$ cat src/rtl/i2c_reg_sequencer.sv
// Register-access sequencer in front of a single-byte I2C master: splits each
// command into pointer + data/read transactions with gap, retry and timeout.
module i2c_reg_sequencer #(
    parameter int unsigned GAP_CYCLES = 4,
    parameter int unsigned TIMEOUT    = 1023,
    parameter int unsigned MAX_RETRY  = 2
) (
    input  logic       clk,
    input  logic       reset,
    input  logic       cmd_valid,
    output logic       cmd_ready,
    input  logic       cmd_rw,
    input  logic [6:0] cmd_dev,
    input  logic [7:0] cmd_reg,
    input  logic [7:0] cmd_wdata,
    output logic       rsp_valid,
    output logic [7:0] rsp_rdata,
    output logic       rsp_error,
    output logic       rsp_timeout,
    output logic [3:0] rsp_retries,
    output logic       m_enable,
    output logic       m_mode,
    output logic [6:0] m_slave_addr,
    output logic [7:0] m_data,
    output logic       m_stop,
    input  logic       m_busy,
    input  logic       m_error,
    input  logic [7:0] m_recv_buf
);

    localparam int unsigned TW = (TIMEOUT < 2) ? 1 : $clog2(TIMEOUT + 1);
    localparam logic [TW-1:0] TLIM = TW'(TIMEOUT - 1);
    localparam logic [7:0]    GLIM = 8'(GAP_CYCLES - 1);
    localparam logic [3:0]    RLIM = 4'(MAX_RETRY);

    localparam logic [2:0] S_IDLE      = 3'd0;
    localparam logic [2:0] S_ISSUE     = 3'd1;
    localparam logic [2:0] S_WAIT_BUSY = 3'd2;
    localparam logic [2:0] S_WAIT_DONE = 3'd3;
    localparam logic [2:0] S_GAP       = 3'd4;
    localparam logic [2:0] S_RESP      = 3'd5;

    logic [2:0]    r_state;
    logic          r_rw;
    logic [7:0]    r_reg;
    logic [7:0]    r_wdata;
    logic          r_phase;
    logic [3:0]    r_retries;
    logic [TW-1:0] r_tcnt;
    logic [7:0]    r_gcnt;

    logic          r_rsp_valid;
    logic [7:0]    r_rsp_rdata;
    logic          r_rsp_error;
    logic          r_rsp_timeout;
    logic [3:0]    r_rsp_retries;

    logic          r_m_enable;
    logic          r_m_mode;
    logic [6:0]    r_m_addr;
    logic [7:0]    r_m_data;

    logic          w_tmo;

    // Only the three wait states are guarded by the timeout counter.
    assign w_tmo = (r_tcnt == TLIM) &&
                   ((r_state == S_ISSUE) || (r_state == S_WAIT_BUSY) ||
                    (r_state == S_WAIT_DONE));

    always_ff @(posedge clk) begin
        if (reset) begin
            r_state       <= S_IDLE;
            r_rw          <= 1'b0;
            r_reg         <= '0;
            r_wdata       <= '0;
            r_phase       <= 1'b0;
            r_retries     <= '0;
            r_tcnt        <= '0;
            r_gcnt        <= '0;
            r_rsp_valid   <= 1'b0;
            r_rsp_rdata   <= '0;
            r_rsp_error   <= 1'b0;
            r_rsp_timeout <= 1'b0;
            r_rsp_retries <= '0;
            r_m_enable    <= 1'b0;
            r_m_mode      <= 1'b0;
            r_m_addr      <= '0;
            r_m_data      <= '0;
        end else begin
            r_m_enable  <= 1'b0;
            r_rsp_valid <= 1'b0;
            case (r_state)
                S_IDLE: begin
                    if (cmd_valid) begin
                        r_rw      <= cmd_rw;
                        r_reg     <= cmd_reg;
                        r_wdata   <= cmd_wdata;
                        r_phase   <= 1'b0;
                        r_retries <= '0;
                        r_tcnt    <= '0;
                        r_m_mode  <= 1'b0;
                        r_m_addr  <= cmd_dev;
                        r_m_data  <= cmd_reg;
                        r_state   <= S_ISSUE;
                    end
                end
                S_ISSUE: begin
                    if (w_tmo) begin
                        r_rsp_valid   <= 1'b1;
                        r_rsp_rdata   <= '0;
                        r_rsp_error   <= 1'b1;
                        r_rsp_timeout <= 1'b1;
                        r_rsp_retries <= r_retries;
                        r_state       <= S_RESP;
                    end else if (m_busy) begin
                        r_tcnt <= r_tcnt + 1'b1;
                    end else begin
                        r_m_enable <= 1'b1;
                        r_tcnt     <= '0;
                        r_state    <= S_WAIT_BUSY;
                    end
                end
                S_WAIT_BUSY: begin
                    if (w_tmo) begin
                        r_rsp_valid   <= 1'b1;
                        r_rsp_rdata   <= '0;
                        r_rsp_error   <= 1'b1;
                        r_rsp_timeout <= 1'b1;
                        r_rsp_retries <= r_retries;
                        r_state       <= S_RESP;
                    end else if (m_busy) begin
                        r_tcnt  <= '0;
                        r_state <= S_WAIT_DONE;
                    end else begin
                        r_tcnt <= r_tcnt + 1'b1;
                    end
                end
                S_WAIT_DONE: begin
                    if (w_tmo) begin
                        r_rsp_valid   <= 1'b1;
                        r_rsp_rdata   <= '0;
                        r_rsp_error   <= 1'b1;
                        r_rsp_timeout <= 1'b1;
                        r_rsp_retries <= r_retries;
                        r_state       <= S_RESP;
                    end else if (!m_busy) begin
                        r_tcnt <= '0;
                        r_gcnt <= '0;
                        if (m_error) begin
                            if (r_retries >= RLIM) begin
                                r_rsp_valid   <= 1'b1;
                                r_rsp_rdata   <= '0;
                                r_rsp_error   <= 1'b1;
                                r_rsp_timeout <= 1'b0;
                                r_rsp_retries <= r_retries;
                                r_state       <= S_RESP;
                            end else begin
                                // A failed transaction restarts the whole command from the pointer write.
                                r_retries <= r_retries + 1'b1;
                                r_phase   <= 1'b0;
                                r_m_mode  <= 1'b0;
                                r_m_data  <= r_reg;
                                r_state   <= S_GAP;
                            end
                        end else if (!r_phase) begin
                            r_phase  <= 1'b1;
                            r_m_mode <= r_rw;
                            r_m_data <= r_rw ? 8'h00 : r_wdata;
                            r_state  <= S_GAP;
                        end else begin
                            r_rsp_valid   <= 1'b1;
                            r_rsp_rdata   <= r_rw ? m_recv_buf : 8'h00;
                            r_rsp_error   <= 1'b0;
                            r_rsp_timeout <= 1'b0;
                            r_rsp_retries <= r_retries;
                            r_state       <= S_RESP;
                        end
                    end else begin
                        r_tcnt <= r_tcnt + 1'b1;
                    end
                end
                S_GAP: begin
                    if (r_gcnt == GLIM) begin
                        r_tcnt  <= '0;
                        r_state <= S_ISSUE;
                    end else begin
                        r_gcnt <= r_gcnt + 1'b1;
                    end
                end
                S_RESP: begin
                    r_state <= S_IDLE;
                end
                default: begin
                    r_state <= S_IDLE;
                end
            endcase
        end
    end

    assign cmd_ready    = (r_state == S_IDLE);
    assign rsp_valid    = r_rsp_valid;
    assign rsp_rdata    = r_rsp_rdata;
    assign rsp_error    = r_rsp_error;
    assign rsp_timeout  = r_rsp_timeout;
    assign rsp_retries  = r_rsp_retries;
    assign m_enable     = r_m_enable;
    assign m_mode       = r_m_mode;
    assign m_slave_addr = r_m_addr;
    assign m_data       = r_m_data;
    assign m_stop       = 1'b1;

endmodule
$ cat config.mk
export PLATFORM = sky130hd
export DESIGN_NAME = i2c_reg_sequencer
export DESIGN_NICKNAME = d
export VERILOG_FILES = /design/src/rtl/i2c_reg_sequencer.sv
export SDC_FILE = /design/constraint.sdc
export NUM_CORES = 1
export LEC_CHECK = 0
export ABC_AREA = 0
export CORE_MARGIN = 1.5
export CORE_UTILIZATION = 50
export CTS_CLUSTER_SIZE = 16
export DETAILED_ROUTE_END_ITERATION = 6
export GPL_TIMING_DRIVEN = 0
export PLACE_DENSITY = 0.76
export SKIP_CTS_REPAIR_TIMING = 1
export SYNTH_ARGS = -nofsm -noshare
export SYNTH_HDL_FRONTEND = slang
export SYNTH_SLANG_ARGS = --single-unit
export TNS_END_PERCENT = 1
$ cat constraint.sdc
create_clock -name clk -period 4.55 [get_ports clk]
set_clock_uncertainty 0.2 [all_clocks]
set_input_delay 0.91 -clock clk [delete_from_list [all_inputs] [get_ports clk]]
set_output_delay 0.91 -clock clk [all_outputs]
set_load 0.005 [all_outputs]
-- Word-level counts from Yosys, hierarchy flattened
Cells that the tools add are included.
- register bits: 75
- bits of input ports: 37
- output and inout bits: 34
- logic and storage cells: 147
- $add $sub $neg: 3
- magnitude comparators: 1
- equal/unequal tests: 23
- muxes and demuxes: 83
- bitwise gates (word level): 1
- reduce and logical (&&, ||, !) cells: 19
- operators by type and width (cell ; count):
    8-bit 2-to-1 mux ; 17
    10-bit 2-to-1 mux ; 6
    8-bit one-hot mux with 2 select lines ; 3
    4-bit 2-to-1 mux ; 11
    10-bit one-hot mux with 4 select lines ; 1
    1-bit 2-to-1 mux ; 28
    3-bit 2-to-1 mux ; 9
    5-bit AND reduction ; 4
    2-bit != test, second input constant ; 9
    4-bit one-hot mux with 2 select lines ; 2
    3-bit != test, second input constant ; 5
    3-bit one-hot mux with 5 select lines ; 1
    6-bit AND reduction ; 2
    10-bit by 1-bit adder with 10-bit output, second input constant ; 1
    10-bit == test, second input constant ; 1
    1-bit one-hot mux with 2 select lines ; 5
    8-bit by 1-bit adder with 8-bit output, second input constant ; 1
    8-bit by 2-bit == test with 1-bit output, second input constant ; 1
    3-bit by 2-bit == test with 1-bit output, second input constant ; 2
    2-bit nonzero test ; 3
    4-bit by 1-bit adder with 4-bit output, second input constant ; 1
    4-bit by 2-bit greater-or-equal comparator with 1-bit output, second input constant ; 1
    4-bit by 3-bit != test with 1-bit output, second input constant ; 1
    4-bit != test, second input constant ; 1
    other kinds (12) ; 14

-- Logic depth before layout (Yosys ltp)
Gate-level depths: netlist of run 1.
- depth in word-level cells: 6
- gate-level depth with buffers: 9
- depth with buffers taken out: 7

-- Worst setup path before layout of run 1
No wires, ideal clock.
- path type: input -> register
- start point: input port m_busy
- end point: register r_rsp_rdata[0] (netlist: rsp_rdata[0])
- library setup time: 117 ps
- arrival: 2047 ps
- required time: 4233 ps
- slack: 2187 ps
- cell stages on the path: 6
- path buffers: 1
- cell sequence: nand4bb_1 -> a211oi_2 -> o211ai_4 -> and2_4 -> buf_6 -> a22o_1
- word-level cells in the longest chain between the ends: 2
- RTL lines (what ; line ; text):
    from (decl) ; 26 ; input logic m_busy,
    3-bit != test (no source line) ; -- ;
    5-bit AND reduction (no source line) ; -- ;
    to (signal assigned) ; 172 ; r_rsp_rdata <= r_rw ? m_recv_buf : 8'h00;
    to (decl) ; 53 ; logic [7:0] r_rsp_rdata;
No other way between the ends.
A chain may end at the register's enable or synchronous reset.

-- Final worst setup path of run 1
- start point: register r_state[1]
- end point: output port cmd_ready
- word-level cells in the longest chain between the ends: 1
- RTL lines (what ; line ; text):
    from (decl) ; 43 ; logic [2:0] r_state;
    from (signal assigned) ; 72 ; r_state <= S_IDLE;
    from (signal assigned) ; 104 ; r_state <= S_ISSUE;
    from (signal assigned) ; 114 ; r_state <= S_RESP;
    3-bit zero test ; 200 ; assign cmd_ready = (r_state == S_IDLE);
    to (decl) ; 11 ; output logic cmd_ready,
No other way between the ends.

==> impl_metrics.csv, run 1 <==
group,metric,value,unit
status,status,"completed",
clock_tree,clock_sinks,75,
power,power_frac_seq,0.502,
clock_tree,clock_path_buffers,2,
timing,worst_slew_pin_slew,0.927,ns
clock_tree,clock_latency,0.35,ns
placement,numPortBuffers,69,
drt,firstDrtPassIters,4,
cells_and_area,largest_reg_flops,10,
timing,finalHoldViolations,0,
logic_synthesis,synth_top_family_by_area,"simple AND/OR/NAND/NOR gates",
drt,wire_per_inst,15.2,µm
floorplanning,ioPinCount,71,
placement,numPlacedInstances,542,
clock_tree,htreeDepth,3,
logic_synthesis,synthAdderAreaFrac,0.0187,
logic_synthesis,ys_ff_latch,75,
global_routing,grt_pass1_wl,14100,µm
floorplanning,die-area,7170,µm²
critical_path,arrival,1.78,ns
logic_synthesis,synthMuxAreaShare,0.0360,
logic_synthesis,ys.warnings.count,0,
timing,setup_viol,0,
logic_synthesis,ys_async_sr_fraction,0,
logic_synthesis,synth_compound_area_frac,0.180,
cells_and_area,nNetsFinal,518,
drt,ant_nets,0,
timing,grt_setup_unrepaired,"no",
drt,drt-total-wl,8460,µm
logic_synthesis,synth-main-ff-cell,"dfxtp_1",
min_path,hold_class,"register to register",
cells_and_area,syn2layout_area_growth,29.1,%
cells_and_area,drive_above_1_share,0.0708,
logic_synthesis,synth-simple-area-share,0.249,
floorplanning,rows,29,
global_routing,grt_max_degree,13,
floorplanning,dieHeight,84.7,µm
clock_tree,cts_tree,"yes",
cells_and_area,diodes,0,
timing,holdWs,0.256,ns
critical_path,start_kind,"register",
clock_tree,clkTransAtPathRegs,0.08,ns
timing,min_period,2.89,ns
critical_path,cp.required,3.44,ns
global_routing,overflow,0,
power,power.internal,0.00103,W
power,netSwitchingFraction,0.260,
timing,setup_tns,0,ns
floorplanning,core,6390,µm²
logic_synthesis,synth.distinct_cells,52,
power,p_leak,1.58,nW
global_routing,first_global_vias,3057,
timing,relSlewSlack,0.380,
logic_synthesis,synth_cells,396,
logic_synthesis,synth_area_per_cell,8.43,µm²
global_routing,grtUsageTotal,0.245,
drt,routed_via_density,5.62,
floorplanning,initial_core_util,0.523,
logic_synthesis,synth_fp_nets,438,
timing,fin_crit_sh,0.636,
floorplanning,die_w,84.7,µm
placement,routabilityCongestion,0.870,
timing,slew_violations,0,
global_routing,grt_antenna_before_repair,0,
logic_synthesis,synth_area,3340,µm²
critical_path,path_max_fanout,9,
power,p_per_area,322,nW/µm²
cells_and_area,fin_cells,557,
logic_synthesis,synth_xor_area_frac,0.0210,
logic_synthesis,ys_seq_area_frac,0.450,
critical_path,worst_setup_path_end_kind,"output port",
drt,drc_errors,0,
clock_tree,cts_buffers,9,
clock_tree,clockRootBuffer,"clkbuf_8",
critical_path,critical_path_class,"register to output port",
cells_and_area,top_register,"r_tcnt",
power,pwr-share-comb,0.144,
power,p_sw,0.000361,W
drt,drt_iter0_drc,169,
power,ir_drop,240,µV
drt,vias,3130,
logic_synthesis,synth-edff-count,0,
timing,clock.fmax,0.346,GHz
placement,dp_hpwl,5960,µm
flow_run,maxCapViolations,0,
power,clkPwrFrac,0.354,
[placed cells by master (no fill, tap or decap), types with 3 or more instances in the layout]
cell and count:
nand2_1 79, dfxtp_1 75, clkdlybuf4s50_1 69, a21oi_1 39, nor2_1 36, o21ai_0 19
clkbuf_1 17, mux2i_1 12, nor3b_1 10, a22o_1 10, clkbuf_8 9, nand3_1 8
inv_1 6, nor3_1 6, buf_2 5, a31oi_1 5, ha_1 5, and4_1 4
xor2_1 4, xnor2_1 4, o31ai_1 4, nor2b_1 3, and2_1 3, buf_4 3
a211oi_1 3, o21ai_1 3, and3_1 3
[power groups by stage]
stage	registers, W	logic [W]	clock network [W]
floorplan	0.000709	0.000107	0
global placement	0.000710	0.000196	0
detailed placement	0.000711	0.000199	0
CTS	0.000696	0.000200	0.000499
global route	0.000699	0.000220	0.000529
finish	0.000696	0.000200	0.000492
[kinds of logic (layout without fill, tap and decap cells)]
| kind of cell | after synthesis | in the layout |
|---|---|---|
| multiplexers | 12 | 12 |
| other | 1 | 1 |
| AO/OA/AOI/OAI | 93 | 93 |
| buffers and inverters | 32 | 116 |
| flip-flops | 75 | 75 |
| AND/OR/NAND/NOR | 170 | 170 |
| adder cells (fa/ha/maj) | 5 | 5 |
| XOR/XNOR | 8 | 8 |
[critical path, cell delays in order, from the launching register on]
cell and delay (ns):
dfxtp_1 0.31, buf_2 0.16, or2_2 0.37, nor2_1 0.10
clkdlybuf4s50_1 0.50
[cell usage after synthesis (2+ instances only)]
library cell | count | share of area
nand2_1 | 79 | 0.089
dfxtp_1 | 75 | 0.45
a21oi_1 | 39 | 0.058
nor2_1 | 36 | 0.040
o21ai_0 | 19 | 0.028
clkbuf_1 | 16 | 0.018
mux2i_1 | 12 | 0.036
a22o_1 | 10 | 0.026
nor3b_1 | 10 | 0.022
nand3_1 | 8 | 0.012
inv_1 | 6 | 0.0067
nor3_1 | 6 | 0.0090
a31oi_1 | 5 | 0.0094
buf_2 | 5 | 0.0075
ha_1 | 5 | 0.019
and4_1 | 4 | 0.010
o31ai_1 | 4 | 0.0090
xnor2_1 | 4 | 0.010
xor2_1 | 4 | 0.010
a211oi_1 | 3 | 0.0067
and2_1 | 3 | 0.0056
and3_1 | 3 | 0.0056
buf_4 | 3 | 0.0067
nor2b_1 | 3 | 0.0056
o21ai_1 | 3 | 0.0045
nand3b_1 | 2 | 0.0045
nand4_1 | 2 | 0.0037
o41ai_1 | 2 | 0.0053
or3_1 | 2 | 0.0037
[per-layer routing]
| metal | wire length (µm) | vias to the layer above | GRT usage |
|---|---|---|---|
| li1 | - | 1539 | - |
| met1 | 3790 | 1471 | 0.322 |
| met2 | 4030 | 107 | 0.385 |
| met3 | 516 | 13 | 0.0560 |
| met4 | 117 | 0 | 0.109 |
| met5 | 0 | - | 0 |
[per-stage QoR]
step	area, µm²	power [W]	worst slack [ns]	util
floorplan	3340	0.000816	2.19	-
global route	4310	0.00145	1.57	0.674
finish	4310	0.00139	1.66	0.674
detailed placement	4120	0.000910	1.35	0.646
CTS	4310	0.00140	1.64	0.674
global placement	4120	0.000906	1.41	0.646
[final timing paths]
kind,from,end,slack (ns),depth (start not counted)
setup / recovery,r_state[1],cmd_ready,1.66,4
hold reg to reg,r_wdata[3],r_wdata[3],0.26,2
setup reg to reg,r_gcnt[0],r_state[2],2.19,6
hold / removal,r_wdata[3],r_wdata[3],0.26,2
[final cells by class]
class                           instances  area, µm²
Fill cell                             547       2080
Sequential cell                        75       1500
Clock buffer                           10        128
Clock inverter                          5       55.1
Multi-Input combinational cell        289       1690
Tap cell                               77       96.3
Timing Repair Buffer                   69        691
Buffer                                 26        123
Inverter                                6       22.5
Note: power is estimated with default switching activity, not from simulation.
==> run 2, diff against run 1 <==
CORE_UTILIZATION = 46   (was 50)
PLACE_DENSITY = 0.73   (was 0.76)
clock period = 2.66 ns   (was 4.55 ns; I/O delays follow)
==> impl_metrics.csv, run 2 (synthesis results as in run 1) <==
group,metric,value,unit
global_routing,overflow,0,
placement,numPortBuffers,69,
drt,wire_per_inst,14.4,µm
cells_and_area,drive_above_1_share,0.0748,
critical_path,critical_path_class,"input port to register",
critical_path,cp.required,2.75,ns
clock_tree,clock_path_buffers,2,
placement,numPlacedInstances,561,
drt,routed_via_density,5.39,
timing,relSlewSlack,0.437,
clock_tree,clockRootBuffer,"clkbuf_8",
critical_path,start_kind,"input port",
power,power.total,0.00252,W
min_path,hold_class,"register to register",
critical_path,path_max_fanout,10,
timing,clock.fmax,0.386,GHz
cells_and_area,final_common_cell,"nand2_1",
timing,grt_setup_unrepaired,"no",
floorplanning,core,6910,µm²
power,p_per_area,577,nW/µm²
cells_and_area,top_register,"r_tcnt",
timing,min_period,2.59,ns
cells_and_area,layout_common_cells,"nand2_1 (79), dfxtp_1 (75), clkdlybuf4s50_1 (69)",
drt,vias,3110,
cells_and_area,syn2layout_area_growth,31.0,%
clock_tree,cts_tree,"yes",
floorplanning,initial_core_util,0.483,
cells_and_area,nNetsFinal,518,
cells_and_area,nFillCells,621,
cells_and_area,final_cell_area,4370,µm²
clock_tree,clkTransAtPathRegs,0.08,ns
drt,drc_errors,0,
clock_tree,htreeDepth,3,
global_routing,grt_pass1_wl,13400,µm
drt,ant_nets,0,
timing,fin_crit_sh,0.973,
placement,place_area,4150,µm²
critical_path,arrival,2.68,ns
global_routing,first_global_vias,2834,
global_routing,grtUsageTotal,0.222,
power,ir_drop,309,µV
floorplanning,ioPinCount,71,
critical_path,worst_setup_path_end_kind,"register",
drt,drt_iter0_drc,211,
global_routing,grt_max_degree,14,
cells_and_area,largest_reg_flops,10,
clock_tree,cts_buffers,9,
power,p_leak,1.61,nW
clock_tree,clock_latency,0.35,ns
status,status,"completed",
flow_run,maxCapViolations,0,
placement,dp_hpwl,5990,µm
floorplanning,die_w,88.2,µm
clock_tree,clock_sinks,75,
cells_and_area,fin_cells,577,
drt,drt-total-wl,8330,µm
global_routing,grt_antenna_before_repair,0,
timing,worst_slew_pin_slew,0.843,ns
floorplanning,dieHeight,88.2,µm
timing,setup_viol,0,
timing,finalHoldViolations,0,
cells_and_area,diodes,0,
floorplanning,die-area,7770,µm²
drt,firstDrtPassIters,4,
floorplanning,rows,30,
timing,slew_violations,0,
placement,routabilityCongestion,0.830,
==> run 2: changes by cell type in the layout (fill, tap and decap cells not counted), sizes merged <==
cell and delta:
clkinvlp -1, bufinv +1, inv +1
==> run 2: routing by layer <==
metal	vias to the layer above	global-route usage	wire, µm
li1	1536	-	-
met1	1453	0.292	3850
met2	111	0.371	3900
met3	10	0.0452	475
met4	0	0.0597	108
met5	-	0	0
==> run 2: worst paths after layout <==
kind                    from            to  slack, ns  cells after the start
setup reg to reg   r_tcnt[0]  rsp_rdata[6]       0.34                      8
hold reg to reg   r_wdata[3]    r_wdata[3]       0.25                      2
setup / recovery     m_error     m_data[0]       0.07                      7
hold / removal    r_wdata[3]    r_wdata[3]       0.25                      2
==> run 2: through the flow <==
| stage | TNS [ns] | util | worst slack (ns) | hold slack (ns) |
|---|---|---|---|---|
| after global routing | 0 | 0.633 | 0.00911 | 0.269 |
| after floorplan | 0 | - | 0.588 | 0.232 |
| after CTS | 0 | 0.633 | 0.107 | 0.255 |
| after detailed placement | -1.85 | 0.601 | -0.238 | 0.243 |
| after global placement | -1.29 | 0.601 | -0.169 | 0.237 |
| final | 0 | 0.633 | 0.0718 | 0.255 |
==> run 2: where the power goes <==
group | leakage [nW] | internal [W] | switching, W
clock network | 0.113 | 0.000554 | 0.000434
registers | 0.609 | 0.00117 | 0.0000228
logic | 0.884 | 0.000164 | 0.000179
==> run 2: area by class of cell <==
class,instances,area [µm²],share of cell area
plain buffers,26,123,0.0280
clock buffers,10,138,0.0315
clock inverters,6,86.3,0.0197
inverters,6,22.5,0.00515
multi-input cells,289,1690,0.387
flip-flops and latches,75,1500,0.343
well taps,96,120,0.0275
repair buffers,69,691,0.158
==> run 2: worst max-delay path, stage by stage <==
cell and delay, ns:
clkdlybuf4s50_1 0.60, clkbuf_1 0.40, clkbuf_1 0.45, a21oi_1 0.15
o21ai_0 0.32, mux2i_1 0.14, nor2_1 0.09
==> run 3, diff against run 2 <==
PLACE_DENSITY = 0.76   (was 0.73)
==> impl_metrics.csv, run 3 (synthesis results as in run 1) <==
group,metric,value,unit
drt,firstDrtPassIters,5,
drt,vias,3104,
drt,wire_per_inst,14.4,µm
critical_path,regToRegEndpoint,"rsp_rdata[4]",
timing,worst_slew_pin_slew,0.900,ns
clock_tree,cts_buffers,9,
placement,routabilityCongestion,0.825,
critical_path,crit_chain,"buf_2 -> or2_2 -> nor2_1 -> clkdlybuf4s50_1",
floorplanning,die_w,88.2,µm
power,power.total,0.00242,W
drt,drt-total-wl,8290,µm
clock_tree,htreeDepth,3,
power,p_per_area,557,nW/µm²
cells_and_area,top_register,"r_tcnt",
clock_tree,clock_latency,0.35,ns
status,status,"completed",
floorplanning,initial_core_util,0.483,
critical_path,worstSetupStartpoint,"r_state[1]",
clock_tree,clock_path_buffers,2,
clock_tree,clkTransAtPathRegs,0.08,ns
placement,numPlacedInstances,561,
cells_and_area,fin_util,0.630,
timing,setup_viol,0,
floorplanning,dieHeight,88.2,µm
timing,fin_crit_sh,0.959,
cells_and_area,nFillCells,625,
clock_tree,clock_sinks,75,
timing,slew_violations,0,
critical_path,worstReg2RegStart,"r_tcnt[0]",
timing,min_period,2.55,ns
placement,dp_hpwl,5950,µm
critical_path,worst-r2r-cell-count,9,
critical_path,path_max_fanout,9,
floorplanning,ioPinCount,71,
power,p_leak,1.59,nW
critical_path,crit_path_end,"cmd_ready",
critical_path,arrival,1.82,ns
timing,relSlewSlack,0.399,
critical_path,critical_path_class,"register to output port",
global_routing,grtUsageTotal,0.226,
min_path,hold_class,"register to register",
critical_path,max_stage_delay,0.51,ns
global_routing,grt_pass1_wl,13600,µm
critical_path,cp_slowest_cell,"clkdlybuf4s50_1",
floorplanning,rows,30,
power,ir_drop,392,µV
timing,fin_ws,0.109,ns
critical_path,cp.depth,4,
cells_and_area,nNetsFinal,518,
global_routing,grt_antenna_before_repair,0,
cells_and_area,final_common_cell,"nand2_1",
global_routing,first_global_vias,2851,
global_routing,grt_max_degree,13,
drt,drt_iter0_drc,273,
critical_path,worst_setup_path_end_kind,"output port",
drt,drc_errors,0,
critical_path,r2r_slack,0.33,ns
floorplanning,die-area,7770,µm²
critical_path,cp.buffers_inverters,2,
global_routing,overflow,0,
timing,finalHoldViolations,0,
floorplanning,core,6910,µm²
clock_tree,cts_tree,"yes",
cells_and_area,layout_common_cells,"nand2_1 (79), dfxtp_1 (75), clkdlybuf4s50_1 (69)",
drt,ant_nets,0,
cells_and_area,syn2layout_area_growth,30.4,%
critical_path,cp.required,1.93,ns
critical_path,start_kind,"register",
placement,numPortBuffers,69,
cells_and_area,drive_above_1_share,0.0750,
timing,grt_setup_unrepaired,"no",
clock_tree,clockRootBuffer,"clkbuf_8",
placement,place_ws,-0.224,ns
timing,clock.fmax,0.392,GHz
cells_and_area,largest_reg_flops,10,
cells_and_area,diodes,0,
cells_and_area,fin_cells,576,
flow_run,maxCapViolations,0,
critical_path,crit_family,"buffers and inverters",
timing,setup_tns,0,ns
min_path,min-delay-start,"r_wdata[0]",
drt,routed_via_density,5.39,
run 3: cell type report:
cell class	count	area, µm²	area share
buffer	26	124	0.0285
clock buffer	11	151	0.0348
clock inverter	4	50.0	0.0115
inverter	6	22.5	0.00518
multi-input combinational	289	1690	0.389
sequential	75	1500	0.345
tap	96	120	0.0276
timing repair buffer	69	691	0.159
run 3: worst reg2reg max path, delay by kind of cell (launching register included):
kind                     cells  cell delay [ns]
AO/OA/AOI/OAI                2             0.49
flip-flops                   1             0.43
buffers and inverters        3             0.36
adder cells (fa/ha/maj)      1             0.19
AND/OR/NAND/NOR              3             0.62
run 3: per-stage QoR:
step / hold WS [ns] / instance area (µm²)
floorplan: 0.232 / 3340
global placement: 0.239 / 4150
detailed placement: 0.243 / 4150
CTS: 0.254 / 4350
global route: 0.275 / 4350
finish: 0.253 / 4350
run 3: worst min path at each step:
stage	to	slack [ns]	depth (start not counted)
after detailed placement	r_wdata[3]	0.24	2
after global routing	r_wdata[3]	0.28	2
final	r_wdata[0]	0.25	2
after CTS	r_wdata[3]	0.25	2
after floorplan	r_wdata[0]	0.23	2
after global placement	r_wdata[5]	0.24	2
run 3: per-layer routing:
metal | share of wire | global-route usage | up-vias
met1 | 0.46 | 0.301 | 1432
met4 | 0.012 | 0.0653 | 0
li1 | - | - | 1539
met2 | 0.45 | 0.357 | 123
met5 | 0 | 0 | -
met3 | 0.073 | 0.0650 | 10
run 3: power by group:
group | internal, W | switching (W)
clock network | 0.000477 | 0.000413
registers | 0.00117 | 0.0000226
logic | 0.000164 | 0.000178
